==> src/rtl/display_decoder.sv <==
// display_decoder: captures a sign-magnitude result on the rising edge of complete,
// converts it to 5 BCD digits with a 15-step double-dabble, and scans a 6-position
// seven-segment display. Optional macro: LEADING_ZERO_BLANK_EN (blank leading zero digits).
module display_decoder #(
    parameter int SCAN_DIV = 50000
) (
    input  logic        clk,
    input  logic        RST,
    input  logic        complete,
    input  logic [15:0] value,
    output logic        busy,
    output logic        valid,
    output logic        sign,
    output logic [19:0] bcd,
    output logic [6:0]  seg,
    output logic [5:0]  an
);

    typedef enum logic {IDLE, SHIFT} state_t;

    localparam int PW = (SCAN_DIV > 2) ? $clog2(SCAN_DIV) : 1;
    localparam logic [PW-1:0] PRESCALE_LAST = PW'(SCAN_DIV - 1);

    state_t        state;
    logic          complete_q;
    logic [34:0]   shreg;
    logic [3:0]    iter;
    logic          sign_latched;
    logic [34:0]   shreg_next;
    logic          start;

    logic [PW-1:0] prescale;
    logic [2:0]    idx;
    logic [2:0]    idx_next;
    logic [3:0]    nibble;
    logic          blank;
    logic [6:0]    seg_next;

    // One double-dabble step: add 3 to every BCD nibble >= 5, then shift left by one.
    function automatic logic [34:0] dd_step(input logic [34:0] r);
        logic [34:0] t;
        t = r;
        for (int k = 0; k < 5; k++) begin
            if (t[15+4*k +: 4] >= 4'd5)
                t[15+4*k +: 4] = t[15+4*k +: 4] + 4'd3;
        end
        return {t[33:0], 1'b0};
    endfunction

    // Decimal digit to active-high {g,f,e,d,c,b,a}; non-decimal codes stay dark.
    function automatic logic [6:0] seg_decode(input logic [3:0] d);
        logic [6:0] s;
        case (d)
            4'd0:    s = 7'b0111111;
            4'd1:    s = 7'b0000110;
            4'd2:    s = 7'b1011011;
            4'd3:    s = 7'b1001111;
            4'd4:    s = 7'b1100110;
            4'd5:    s = 7'b1101101;
            4'd6:    s = 7'b1111101;
            4'd7:    s = 7'b0000111;
            4'd8:    s = 7'b1111111;
            4'd9:    s = 7'b1101111;
            default: s = 7'b0000000;
        endcase
        return s;
    endfunction

    // Start condition and next shift-register contents.
    always_comb begin
        start      = complete && !complete_q && (state == IDLE);
        shreg_next = dd_step(shreg);
    end

    // Conversion FSM: capture on a rising complete edge, 15 shift steps, publish the result.
    always_ff @(posedge clk or posedge RST) begin
        if (RST) begin
            state        <= IDLE;
            complete_q   <= 1'b0;
            shreg        <= '0;
            iter         <= '0;
            sign_latched <= 1'b0;
            busy         <= 1'b0;
            valid        <= 1'b0;
            sign         <= 1'b0;
            bcd          <= '0;
        end else begin
            complete_q <= complete;
            valid      <= 1'b0;
            case (state)
                IDLE: begin
                    if (start) begin
                        shreg        <= {20'd0, value[14:0]};
                        // Negative zero is folded into a positive result here.
                        sign_latched <= value[15] && (value[14:0] != 15'd0);
                        iter         <= 4'd0;
                        busy         <= 1'b1;
                        state        <= SHIFT;
                    end
                end
                SHIFT: begin
                    shreg <= shreg_next;
                    iter  <= iter + 4'd1;
                    if (iter == 4'd14) begin
                        bcd   <= shreg_next[34:15];
                        sign  <= sign_latched;
                        valid <= 1'b1;
                        busy  <= 1'b0;
                        state <= IDLE;
                    end
                end
                default: state <= IDLE;
            endcase
        end
    end

    // Next scan position: advance only when the prescaler wraps.
    always_comb begin
        idx_next = idx;
        if (prescale == PRESCALE_LAST)
            idx_next = (idx == 3'd5) ? 3'd0 : idx + 3'd1;
    end

    // Segment pattern for the position that will be lit after this edge.
    always_comb begin
        nibble = 4'd0;
        blank  = 1'b0;
        case (idx_next)
            3'd0: nibble = bcd[3:0];
            3'd1: nibble = bcd[7:4];
            3'd2: nibble = bcd[11:8];
            3'd3: nibble = bcd[15:12];
            3'd4: nibble = bcd[19:16];
            default: nibble = 4'd0;
        endcase
`ifdef LEADING_ZERO_BLANK_EN
        // A digit is blank when it and every more significant digit are zero.
        case (idx_next)
            3'd1: blank = (bcd[19:4]  == 16'd0);
            3'd2: blank = (bcd[19:8]  == 12'd0);
            3'd3: blank = (bcd[19:12] == 8'd0);
            3'd4: blank = (bcd[19:16] == 4'd0);
            default: blank = 1'b0;
        endcase
`else
        blank = 1'b0;
`endif
        if (idx_next == 3'd5)
            seg_next = sign ? 7'b1000000 : 7'b0000000;
        else if (blank)
            seg_next = 7'b0000000;
        else
            seg_next = seg_decode(nibble);
    end

    // Display scan: prescaler, position index, and registered seg/an.
    always_ff @(posedge clk or posedge RST) begin
        if (RST) begin
            prescale <= '0;
            idx      <= 3'd0;
            an       <= 6'b000001;
            seg      <= 7'b0111111;
        end else begin
            prescale <= (prescale == PRESCALE_LAST) ? '0 : prescale + 1'b1;
            idx      <= idx_next;
            an       <= 6'b000001 << idx_next;
            seg      <= seg_next;
        end
    end

endmodule
==> config.mk <==
export PLATFORM = sky130hd
export DESIGN_NAME = display_decoder
export DESIGN_NICKNAME = d
export VERILOG_FILES = /design/src/rtl/display_decoder.sv
export SDC_FILE = /design/constraint.sdc
export NUM_CORES = 1
export LEC_CHECK = 0
export ABC_AREA = 0
export BUFFER_PORTS_ARGS = -buffer_cell sky130_fd_sc_hd__buf_4
export CORE_MARGIN = 10
export CORE_UTILIZATION = 55
export CTS_CLUSTER_SIZE = 12
export DETAILED_ROUTE_END_ITERATION = 6
export GPL_ROUTABILITY_DRIVEN = 0
export PLACE_DENSITY = 0.76
export SETUP_SLACK_MARGIN = 0.02
export SYNTH_ARGS = -nofsm -noshare
export SYNTH_HDL_FRONTEND = slang
export SYNTH_SLANG_ARGS = --single-unit
==> constraint.sdc <==
create_clock -name clk -period 7.3 [get_ports clk]
set_input_delay 0.73 -clock clk [delete_from_list [all_inputs] [get_ports clk]]
set_output_delay 0.73 -clock clk [all_outputs]
set_load 0.03 [all_outputs]
==> results summary, run 1 <==
At the later pin of the worst-skew pair, clock insertion delay measures 0.37 ns. The fraction of final layout cells sized beyond drive strength 1 came out at 17.9%. The number of global-route vias before repair was 3,546. The relative area change from synthesis to final layout came out at 14.3%. The layout has 740 filler cells. The placeable core region came out at 8680 sq um. After layout, the worst path uses 40.7% of the clock period. The post-synthesis cell area came out at 4870 sq um. The total via count after detailed routing came out at 3,583. For this run, the leading register cell type out of synthesis is sky130_fd_sc_hd__dfrtp_1. The sum of net half-perimeters after detailed placement is 7530 um. The depth of the worst register-to-register path is 10. The flow ran to the end, and the final reports show no timing, DRC or antenna violations.

Headroom to the max-slew limit came out at 33.8%. For this design, the CTS-stage hold fixing added 0 buffers. The worst setup slack after layout is 4.33 ns.

The number of enable-type register cells in the synthesized netlist is 0. The number of placed cells counting well taps is 624. The die area is 13,000 sq um. The width of the die is 114 um. Across the run, the number of max-cap violations was 0.

The tightest min-delay check is of the in2async type. The kind of critical path is reg2reg. The critical path arrival is 3.26 ns.

The mean instance size in the synthesized netlist came out at 10.1 sq um. The slew at the pin closest to its max-slew limit came out at 0.993 ns. The cell chosen for the clock root is sky130_fd_sc_hd__clkbuf_8.

The library cells used most frequently in the layout, excluding fill and tap cells, are sky130_fd_sc_hd__dfrtp_1, sky130_fd_sc_hd__nand2_1, sky130_fd_sc_hd__buf_4, sky130_fd_sc_hd__o21ai_0, sky130_fd_sc_hd__mux2i_1. The number of register bits inferred by synthesis is 97. The final routed DRC violation total is 0.

The worst-case hold slack is 0.319 ns. The number of cells produced by synthesis came out at 481. The count of boundary I/O pins is 55. The type of destination of the critical path is a flip-flop. 0 antenna diodes ended up in the layout. The number of nets at the end of the flow is 563. The overall routing resource usage came out at 16.2%. The synthesized net count is 517. In this run the power density over the cells is 382 nW/um^2.

From bottom edge to top edge, the die measures 114 um. The count of buffers added by post-CTS timing repair for setup came out at 0. The library cell used most frequently in the layout, excluding fill and tap cells, is sky130_fd_sc_hd__dfrtp_1. The starting density of the core is 56.2%. The shortest clock period the worst path allows after layout came out at 2.97 ns.

The total global routing overflow is 0. The number of distinct library cells after synthesis came out at 47. The count of nets left with antenna violations once routing finished came out at 0. The post-synthesis sequential area ratio is 50.0%.

The data required time at the worst endpoint is 7.59 ns. The row count came out at 34. The setup TNS is 0 ns. The worst-path maximum fanout came out at 20. The final wirelength is 10,300 um. The tree built by TritonCTS fans out to 97 sinks. STA classifies the critical path startpoint as a flip-flop. The number of buffers inserted during clock tree synthesis is 9. After detailed routing, the average wire length per cell comes to 16.1 um. TritonCTS built the clock tree. The post-place setup slack came out at 4.40 ns.

The maximum number of pins on one net before global-route repair is 74. After detailed routing, the number of vias per cell comes to 5.60. The CTS clock-pin slew for the worst setup and hold paths came out at 0.10 ns. The peak clock frequency supported by timing came out at 336 MHz.

Setup violations remaining at the end of the flow were counted as 0. Post-CTS repair changed the size of 0 cells. The count of endpoints failing hold in the final timing report came to 0. The clock tree buffer depth is 2. The number of input and output port buffers inserted is 54. The standby leakage power came out at 2.71 nW.

The number of antenna violations at the first check in global routing is 0. The final max-slew violation count came out at 0. On the final layout, the worst clock skew is 0.0145 ns. The first TritonRoute pass finished after 4 iterations. Across the VDD grid, the largest voltage drop is 0.189 mV. For this run, the number of standard cells in the final layout without fillers is 640.

The Yosys step of the flow raised 0 warnings. The count of routing violations after the opening detailed-route iteration came out at 244. Setup repair after global routing left no endpoint under its margin.

The first global-routing pass estimated 17,400 um of wire. The fraction of registers with async set or reset after synthesis came out at 100%. The clock tree synthesis step divided the H-tree into 3 levels.
==> sequential cells by signal, indices dropped and copies added, names as in the netlist <==
name,count
state,1
seg,7
sign_latched,1
idx,3
shreg,35
busy,1
prescale,16
complete_q,1
bcd,20
valid,1
sign,1
an,6
iter,4
==> synth_stat cells, types with 9 or more instances <==
library cell,number,area share [%]
sky130_fd_sc_hd__inv_1,19,1.5
sky130_fd_sc_hd__nand3_1,11,1.1
sky130_fd_sc_hd__clkbuf_1,18,1.4
sky130_fd_sc_hd__nor2_1,20,1.5
sky130_fd_sc_hd__nand2_1,80,6.2
sky130_fd_sc_hd__ha_1,17,4.4
sky130_fd_sc_hd__o21ai_0,48,4.9
sky130_fd_sc_hd__dfrtp_1,90,46
sky130_fd_sc_hd__nand2b_1,9,1.2
sky130_fd_sc_hd__mux2i_1,44,9.0
sky130_fd_sc_hd__nor3b_1,11,1.7
sky130_fd_sc_hd__xnor2_1,10,1.8
sky130_fd_sc_hd__a21oi_1,21,2.2
sky130_fd_sc_hd__xor2_1,11,2.0
==> per-layer routing <==
metal | vias up | track usage, % | routed length [um]
met2 | 86 | 25.9 | 4930
met3 | 18 | 3.46 | 493
met4 | 0 | 6.52 | 195
met1 | 1730 | 21.0 | 4710
li1 | 1749 | - | -
met5 | - | 0 | 0
==> stage by stage <==
stage	power, mW	instance area (sq um)	utilization, %
global route	2.29	5570	64.2
finish	2.13	5570	64.2
detailed placement	1.75	5340	61.6
global placement	1.71	5340	61.6
CTS	2.15	5570	64.2
floorplan	1.47	4870	-
==> cells by family (layout without fill, tap and decap cells) <==
| kind of cell | Yosys count | count (layout) | synth area share [%] |
|---|---|---|---|
| AOI/OAI and AO/OA | 87 | 87 | 10.7 |
| muxes | 48 | 48 | 10.0 |
| buffers and inverters | 43 | 94 | 3.72 |
| xor gates and xnor gates | 22 | 22 | 4.11 |
| and+or+nand+nor | 167 | 167 | 17.1 |
| adders and majority gates | 17 | 17 | 4.36 |
| DFF | 97 | 97 | 50.0 |
==> power breakdown <==
group / switching [mW] / internal, mW
clock: 0.188 / 0.205
sequential: 0.154 / 0.715
combinational: 0.511 / 0.356
total: 0.852 / 1.28
==> final cells by class <==
class / count / area [sq um] / share of cell area [%]
repair buffers: 58 / 435 / 7.81
multi-input cells: 341 / 2260 / 40.5
flip-flops and latches: 97 / 2440 / 43.7
clock inverters: 5 / 86.3 / 1.55
clock buffers: 11 / 141 / 2.54
well taps: 108 / 135 / 2.43
inverters: 20 / 77.6 / 1.39
==> final timing paths <==
kind	start	to	slack, ns
worst max register to register	prescale[0]	seg[2]	4.33
max in group asynchronous	RST	state	5.75
worst max-delay path	prescale[0]	seg[2]	4.33
worst min-delay path	RST	iter[2]	0.32
worst min register to register	prescale[0]	prescale[0]	0.48
min in group clk	prescale[0]	prescale[0]	0.48
==> critical path, stage by stage, from the launching register on <==
cell	delay, ns
sky130_fd_sc_hd__dfrtp_1	0.38
sky130_fd_sc_hd__ha_1	0.20
sky130_fd_sc_hd__and3_1	0.28
sky130_fd_sc_hd__and4_4	0.43
sky130_fd_sc_hd__mux2i_2	0.17
sky130_fd_sc_hd__a32o_1	0.25
sky130_fd_sc_hd__a221oi_4	0.36
sky130_fd_sc_hd__inv_1	0.13
sky130_fd_sc_hd__ha_1	0.23
sky130_fd_sc_hd__a211o_1	0.26
sky130_fd_sc_hd__a21oi_1	0.20
Note: power is estimated with default switching activity, not from simulation.
==> run 2: changes to the inputs <==
CORE_UTILIZATION = 53   (was 55)
clock period = 2.5 ns   (was 7.3 ns; I/O delays follow)
==> results summary, run 2 (synthesis results as in run 1) <==
The critical path arrival came to 2.85 ns (was 3.26 ns). The peak clock frequency supported by timing is 391 MHz (was 336 MHz). The die area came out at 13,400 sq um (was 13,000 sq um).

The maximum resistive drop on vdd is 0.585 mV (was 0.189 mV). The number of diodes came out at 0 (unchanged). The TritonCTS clock tree is done (unchanged). The first-pass GRT wire length is 17,700 um (was 17,400 um). The number of detailed-route iterations in the first pass is 4 (unchanged). Unrepaired setup endpoints after global routing: true (was false). The count of boundary I/O pins came out at 55 (unchanged). The final antenna-violating net count is 0 (unchanged).

The sum of net half-perimeters after detailed placement was 7560 um (was 7530 um). The buffer and inverter count on the worst path came to 1 (unchanged). The mean number of vias per cell is 5.60 (about the same). The worst slew margin relative to its limit was 63.5% (was 33.8%). The cell chosen for the clock root is sky130_fd_sc_hd__clkbuf_8 (unchanged). The worst-path maximum fanout came to 6 (was 20).

The final reports fail on setup timing. The number of maximum-capacitance constraint violations came out at 0 (unchanged). The final wirelength came out at 11,000 um (was 10,300 um).

The register area is 2440 sq um (unchanged). The placeable core region came out at 8850 sq um (was 8680 sq um). The maximum number of pins on one net before global-route repair came out at 98 (was 74). The number of buffers inserted during clock tree synthesis is 9 (unchanged). The final max-slew violation count is 0 (unchanged). The kind of critical path is reg2reg (unchanged). The type of origin of the critical path is a flip-flop (unchanged). The number of H-tree branching levels came out at 3 (unchanged). The category of cells accounting for the largest share of critical-path delay is compound AO/OA/AOI/OAI gates (unchanged). The total global routing overflow is 0 (unchanged). The data required time at the worst endpoint is 2.79 ns (was 7.59 ns). The number of inserted filler cells in the final layout came out at 675 (was 740). The multi-input logic area is 2390 sq um (was 2260 sq um). The worst setup slack after layout is -0.0598 ns (was 4.33 ns).

The critical path depth in cells was 10 (unchanged). The final routed DRC violation total was 0 (unchanged). The ratio of total power to cell area is 1080 nW/um^2 (was 382 nW/um^2).

The count of endpoints failing hold in the final timing report is 0 (unchanged). The relative area change from synthesis to final layout is 20.1% (was 14.3%). The total via count after detailed routing came out at 3,709 (was 3,583). Run status: finished with violations (was finished, final reports clean). The final instance count without filler cells came to 662 (was 640). The final core area utilization is 66.1% (was 64.2%). The number of clock sinks seen by CTS is 97 (unchanged). The number of global-route vias before repair came to 3,771 (was 3,546). The most flop-heavy register is shreg (unchanged). The worst clock skew on the final layout came out at 0.0159 ns (was 0.0145 ns). The number of placed cells counting well taps is 637 (was 624). The number of antenna violations at the first check in global routing came out at 0 (unchanged).

CP cell instances: ha_2, and3_1, and4_4, mux2i_4, a32o_2, a221oi_4, inv_2, ha_2, a211o_1, a21oi_2 (was ha_1, and3_1, and4_4, mux2i_2, a32o_1, a221oi_4, inv_1, ha_1, a211o_1, a21oi_1). The period utilization was 102% (was 40.7%). The classification of the worst-slack hold path was in2async (unchanged). The total of endpoints with negative setup slack in the final report is 5 (was 0). The number of input and output port buffers inserted is 54 (unchanged). The most frequent cell on the critical path was sky130_fd_sc_hd__ha_2 (was sky130_fd_sc_hd__ha_1).

The starting density of the core came out at 55.1% (was 56.2%). Largest registers ranked by flip-flop count: shreg (35), bcd (20), prescale (16) (unchanged). The depth of the worst register-to-register path came out at 10 (unchanged). The width of the die is 116 um (was 114 um). The shortest clock period the worst path allows after layout came out at 2.56 ns (was 2.97 ns).

The clock insertion delay at the later pin of the skew report was 0.37 ns (about the same). The routed length per instance came out at 16.6 um (was 16.1 um). The slew at the pin closest to its max-slew limit came out at 0.546 ns (was 0.993 ns). The cell type of the slowest stage on the worst timing path is sky130_fd_sc_hd__dfrtp_1 (was sky130_fd_sc_hd__and4_4). The fraction of final layout cells sized beyond drive strength 1 is 24.9% (was 17.9%).

The number of flip-flops under the largest register name came to 35 (unchanged). The standby leakage power came out at 2.83 nW (was 2.71 nW). The peak per-stage delay on the critical path is 0.40 ns (was 0.43 ns). The die height came to 116 um (was 114 um). The overall routing resource usage came out at 16.3% (was 16.2%).

The count of routing violations after the opening detailed-route iteration is 198 (was 244). The CTS clock-pin slew for the worst setup and hold paths came out at 0.09 ns (was 0.10 ns). The number of nets at the end of the flow is 585 (was 563).

Most used cells in the layout excluding fill and tap cells: sky130_fd_sc_hd__dfrtp_1, sky130_fd_sc_hd__nand2_1, sky130_fd_sc_hd__buf_4, sky130_fd_sc_hd__o21ai_0, sky130_fd_sc_hd__mux2i_1 (unchanged). The commonest non-fill, non-tap cell in the layout was sky130_fd_sc_hd__dfrtp_1 (unchanged). The clock tree buffer depth is 2 (unchanged). The type of destination of the critical path is a flip-flop (unchanged).

The row count was 34 (unchanged).
run 2: changes by cell type in the layout (fill, tap and decap cells not counted), moves of 2 or more:
cell	previous run	this run
sky130_fd_sc_hd__buf_4	58	76
sky130_fd_sc_hd__clkinv_2	0	2
sky130_fd_sc_hd__ha_1	17	12
sky130_fd_sc_hd__ha_2	0	3
sky130_fd_sc_hd__ha_4	0	2
sky130_fd_sc_hd__inv_1	18	15
sky130_fd_sc_hd__inv_2	1	4
sky130_fd_sc_hd__mux2i_1	44	40
sky130_fd_sc_hd__mux2i_2	1	4
sky130_fd_sc_hd__o32ai_1	2	0
sky130_fd_sc_hd__o32ai_2	0	2
run 2: metal layers:
metal	routed length (um)	vias up	track usage, %	share of wire (%)
li1	-	1792	-	-
met1	4990	1802	19.6	45
met2	5300	98	27.8	48
met3	529	17	4.75	4.8
met4	171	0	4.42	1.6
met5	0	-	0	0
run 2: layout make-up:
| class | instances | area share [%] |
|---|---|---|
| repair buffers | 79 | 10.5 |
| flip-flops and latches | 97 | 41.6 |
| well taps | 108 | 2.31 |
| multi-input cells | 342 | 40.8 |
| clock inverters | 6 | 1.13 |
| clock buffers | 10 | 2.35 |
| inverters | 20 | 1.35 |
run 2: path summary, 6_finish.rpt:
kind	slack, ns	startpoint	to
min	0.02	RST	iter[0]
max	-0.06	prescale[0]	seg[2]
max reg2reg	-0.06	prescale[0]	seg[2]
min reg2reg	0.47	prescale[0]	prescale[0]
min in group clk	0.14	value[0]	shreg[0]
max in group asynchronous	2.08	RST	seg[1]
run 2: timing repair:
action / CTS / global route
endpoints found under the hold margin: 1 / 0
hold buffers: 1 / 0
resized for setup: 2 / 19
cloned: 1 / 0
endpoints found under the setup margin: 2 / 7
setup buffers: 1 / 6
pin swaps: 3 / 10
run 2: stage by stage:
stage	setup slack [ns]	hold WS (ns)	power, mW	instance area (sq um)	setup TNS [ns]
after floorplan	-0.0976	0.281	4.29	4890	-0.170
after global placement	0.0774	0.378	5.02	5470	0
after detailed placement	0.0268	0.381	5.15	5470	0
after CTS	0.0161	0.0450	6.21	5710	0
after global routing	-0.187	0.0597	6.81	5850	-0.929
final	-0.0598	0.0234	6.35	5850	-0.0789
run 2: power breakdown:
part / internal, mW / switching (mW) / leakage (nW)
Sequential: 2.09 / 0.474 / 1.24
Combinational: 1.17 / 1.56 / 1.48
Clock: 0.494 / 0.568 / 0.107
run 2: worst reg2reg max path, cell delays in order (launching register included):
cell	delay, ns
sky130_fd_sc_hd__dfrtp_1	0.40
sky130_fd_sc_hd__ha_2	0.20
sky130_fd_sc_hd__and3_1	0.22
sky130_fd_sc_hd__and4_4	0.25
sky130_fd_sc_hd__mux2i_4	0.22
sky130_fd_sc_hd__a32o_2	0.24
sky130_fd_sc_hd__a221oi_4	0.24
sky130_fd_sc_hd__inv_2	0.10
sky130_fd_sc_hd__ha_2	0.19
sky130_fd_sc_hd__a211o_1	0.28
sky130_fd_sc_hd__a21oi_2	0.16
==> run 3: changes to the inputs <==
CORE_ASPECT_RATIO = 0.75   (was unset)
==> results summary, run 3 (synthesis results as in run 1) <==
Run status: finished with violations (unchanged). Failing checks: setup timing (unchanged). The final max-slew violation count is 0 (unchanged). The total of endpoints with negative setup slack in the final report is 6 (was 5). The sum of net half-perimeters after detailed placement came to 8400 um (was 7560 um). The row count is 30 (was 34).

The number of antenna violations at the first check in global routing is 0 (unchanged). The width of the die came out at 131 um (was 116 um). The cell chosen for the clock root is sky130_fd_sc_hd__clkbuf_16 (was sky130_fd_sc_hd__clkbuf_8). The final instance count without filler cells came out at 685 (was 662). The count of endpoints failing hold in the final timing report came out at 0 (unchanged). The number of placed cells counting well taps came to 649 (was 637). The number of detailed-route iterations in the first pass came out at 5 (was 4). Unrepaired setup endpoints after global routing: true (unchanged). The commonest non-fill, non-tap cell in the layout is sky130_fd_sc_hd__buf_4 (was sky130_fd_sc_hd__dfrtp_1). The period utilization came out at 105% (was 102%). The peak clock frequency supported by timing was 380 MHz (was 391 MHz).

The worst-case hold slack is 0.0286 ns (was 0.0234 ns). The kind of critical path is reg2reg (unchanged). The setup TNS came out at -0.400 ns (was -0.0789 ns). The fraction of power consumed by sequential logic came out at 36.3% (was 40.3%). The count of boundary I/O pins is 55 (unchanged). The data required time at the worst endpoint came to 2.77 ns (was 2.79 ns). The clock network fraction of total power came out at 22.1% (was 16.7%). The die area came to 13,500 sq um (was 13,400 sq um).

The number of buffers added to fix hold violations after cts was 0 (was 1). The TritonCTS clock tree is done (unchanged). Most used cells in the layout excluding fill and tap cells: sky130_fd_sc_hd__buf_4, sky130_fd_sc_hd__dfrtp_1, sky130_fd_sc_hd__nand2_1, sky130_fd_sc_hd__o21ai_0, sky130_fd_sc_hd__mux2i_1 (was sky130_fd_sc_hd__dfrtp_1, sky130_fd_sc_hd__nand2_1, sky130_fd_sc_hd__buf_4, sky130_fd_sc_hd__o21ai_0, sky130_fd_sc_hd__mux2i_1). The first-pass GRT wire length came out at 20,100 um (was 17,700 um). The slew at the pin closest to its max-slew limit came out at 0.729 ns (was 0.546 ns). The shortest clock period the worst path allows after layout is 2.63 ns (was 2.56 ns).

The total via count after detailed routing is 4,003 (was 3,709). The die height came to 103 um (was 116 um). The classification of the worst-slack hold path is in2async (unchanged). The number of diodes came to 0 (unchanged).

The standby leakage power is 3.01 nW (was 2.83 nW). The number of H-tree branching levels came to 3 (unchanged). The worst setup slack after layout is -0.132 ns (was -0.0598 ns). The standard cell area after detailed placement is 5530 sq um (was 5470 sq um).

The reg-to-reg critical path startpoint is prescale[7] (was prescale[0]). The final routed DRC violation total came out at 0 (unchanged). The relative contribution of combinational cells to total power is 41.6% (was 42.9%). The worst clock skew on the final layout came out at 0.0105 ns (was 0.0159 ns). The fraction of final layout cells sized beyond drive strength 1 came to 28.4% (was 24.9%). The number of clock sinks seen by CTS is 97 (unchanged). The final wirelength came out at 13,200 um (was 11,000 um).

The total global routing overflow came out at 0 (unchanged). The worst-path maximum fanout is 6 (unchanged). The placeable core region is 9010 sq um (was 8850 sq um).

The number of buffers inserted during clock tree synthesis is 9 (unchanged). The mean number of vias per cell came out at 5.84 (was 5.60). The number of input and output port buffers inserted came out at 54 (unchanged). The clock tree buffer depth came to 2 (unchanged). The CTS clock-pin slew for the worst setup and hold paths was 0.06 ns (was 0.09 ns). The type of origin of the critical path is a flip-flop (unchanged). The switching power of the nets came out at 2.80 mW (was 2.60 mW).

The count of routing violations after the opening detailed-route iteration is 420 (was 198). The number of nets at the end of the flow is 604 (was 585). Largest registers ranked by flip-flop count: shreg (35), bcd (20), prescale (16) (unchanged). The clock insertion delay at the later pin of the skew report came out at 0.34 ns (was 0.37 ns). The maximum resistive drop on vdd is 0.588 mV (was 0.585 mV).

The area of all placed cells without fillers is 6230 sq um (was 5850 sq um). The number of maximum-capacitance constraint violations was 0 (unchanged). The type of destination of the critical path is a flip-flop (unchanged). The switching fraction of total power is 39.2% (was 40.9%). The routed length per instance came out at 19.3 um (was 16.6 um). The number of flip-flops under the largest register name is 35 (unchanged).

The most flop-heavy register is shreg (unchanged). The ratio of total power to cell area is 1150 nW/um^2 (was 1080 nW/um^2). The overall routing resource usage came out at 19.0% (was 16.3%). The critical path arrival came to 2.90 ns (was 2.85 ns).

The internal power contribution is 4.35 mW (was 3.75 mW). The startpoint of the most critical setup path is prescale[7] (was prescale[0]). The number of global-route vias before repair came out at 3,915 (was 3,771). The starting density of the core is 54.1% (was 55.1%).

The final antenna-violating net count is 0 (unchanged). The maximum number of pins on one net before global-route repair is 40 (was 98). The worst slew margin relative to its limit is 51.3% (was 63.5%).

The relative area change from synthesis to final layout came to 27.8% (was 20.1%).
[run 3: layout make-up]
cell class	instances	area, sq um
Multi-Input combinational cell	341	2420
Sequential cell	97	2440
Inverter	20	78.8
Tap cell	112	140
Clock buffer	11	243
Timing Repair Buffer	99	803
Fill cell	628	2780
Clock inverter	5	103
[run 3: path summary, 6_finish.rpt]
kind,depth (start not counted),slack [ns],endpoint
max,10,-0.13,seg[2]
min,2,0.03,prescale[14]
max reg2reg,10,-0.13,seg[2]
min reg2reg,2,0.48,busy
max in group asynchronous,3,1.68,shreg[14]
min in group clk,1,0.03,complete_q
[run 3: through the flow]
| step | power, mW | util [%] | setup slack (ns) |
|---|---|---|---|
| after floorplan | 4.29 | - | -0.0976 |
| after detailed placement | 5.23 | 61.4 | -0.0617 |
| after global placement | 5.06 | 61.4 | 0.0838 |
| after global routing | 7.60 | 69.1 | -0.162 |
| final | 7.16 | 69.1 | -0.132 |
| after CTS | 6.90 | 66.6 | 0.0193 |
[run 3: timing repair]
item	in CTS	in global routing
setup endpoints to repair	5	7
pin swaps	4	18
buffers inserted	6	14
resized for setup	14	25
[run 3: power by group through the flow]
stage | clock network (mW) | logic (mW) | registers, mW
2_1_floorplan | 0 | 1.46 | 2.83
3_3_place_gp | 0 | 2.49 | 2.56
3_5_place_dp | 0 | 2.64 | 2.59
4_1_cts | 1.60 | 2.73 | 2.57
5_1_grt | 1.68 | 3.26 | 2.66
6_report | 1.58 | 2.98 | 2.60
[run 3: critical path, cell delays in order (launching register included)]
cell and delay [ns]:
sky130_fd_sc_hd__dfrtp_1 0.43, sky130_fd_sc_hd__nor4b_4 0.30, sky130_fd_sc_hd__and4_4 0.36, sky130_fd_sc_hd__buf_4 0.17, sky130_fd_sc_hd__mux2i_4 0.29, sky130_fd_sc_hd__a32o_2 0.21
sky130_fd_sc_hd__nor2_4 0.05, sky130_fd_sc_hd__buf_4 0.14, sky130_fd_sc_hd__ha_2 0.18, sky130_fd_sc_hd__a211o_1 0.27, sky130_fd_sc_hd__a21oi_2 0.15
[run 3: metal layers]
metal  track usage, %  share of wire (%)  vias to the layer above
met5                0                  0                        -
met4             5.80                3.3                        0
met3             4.52                4.9                       52
met2             30.1                 49                      147
met1             25.2                 43                     1967
li1                 -                  -                     1837
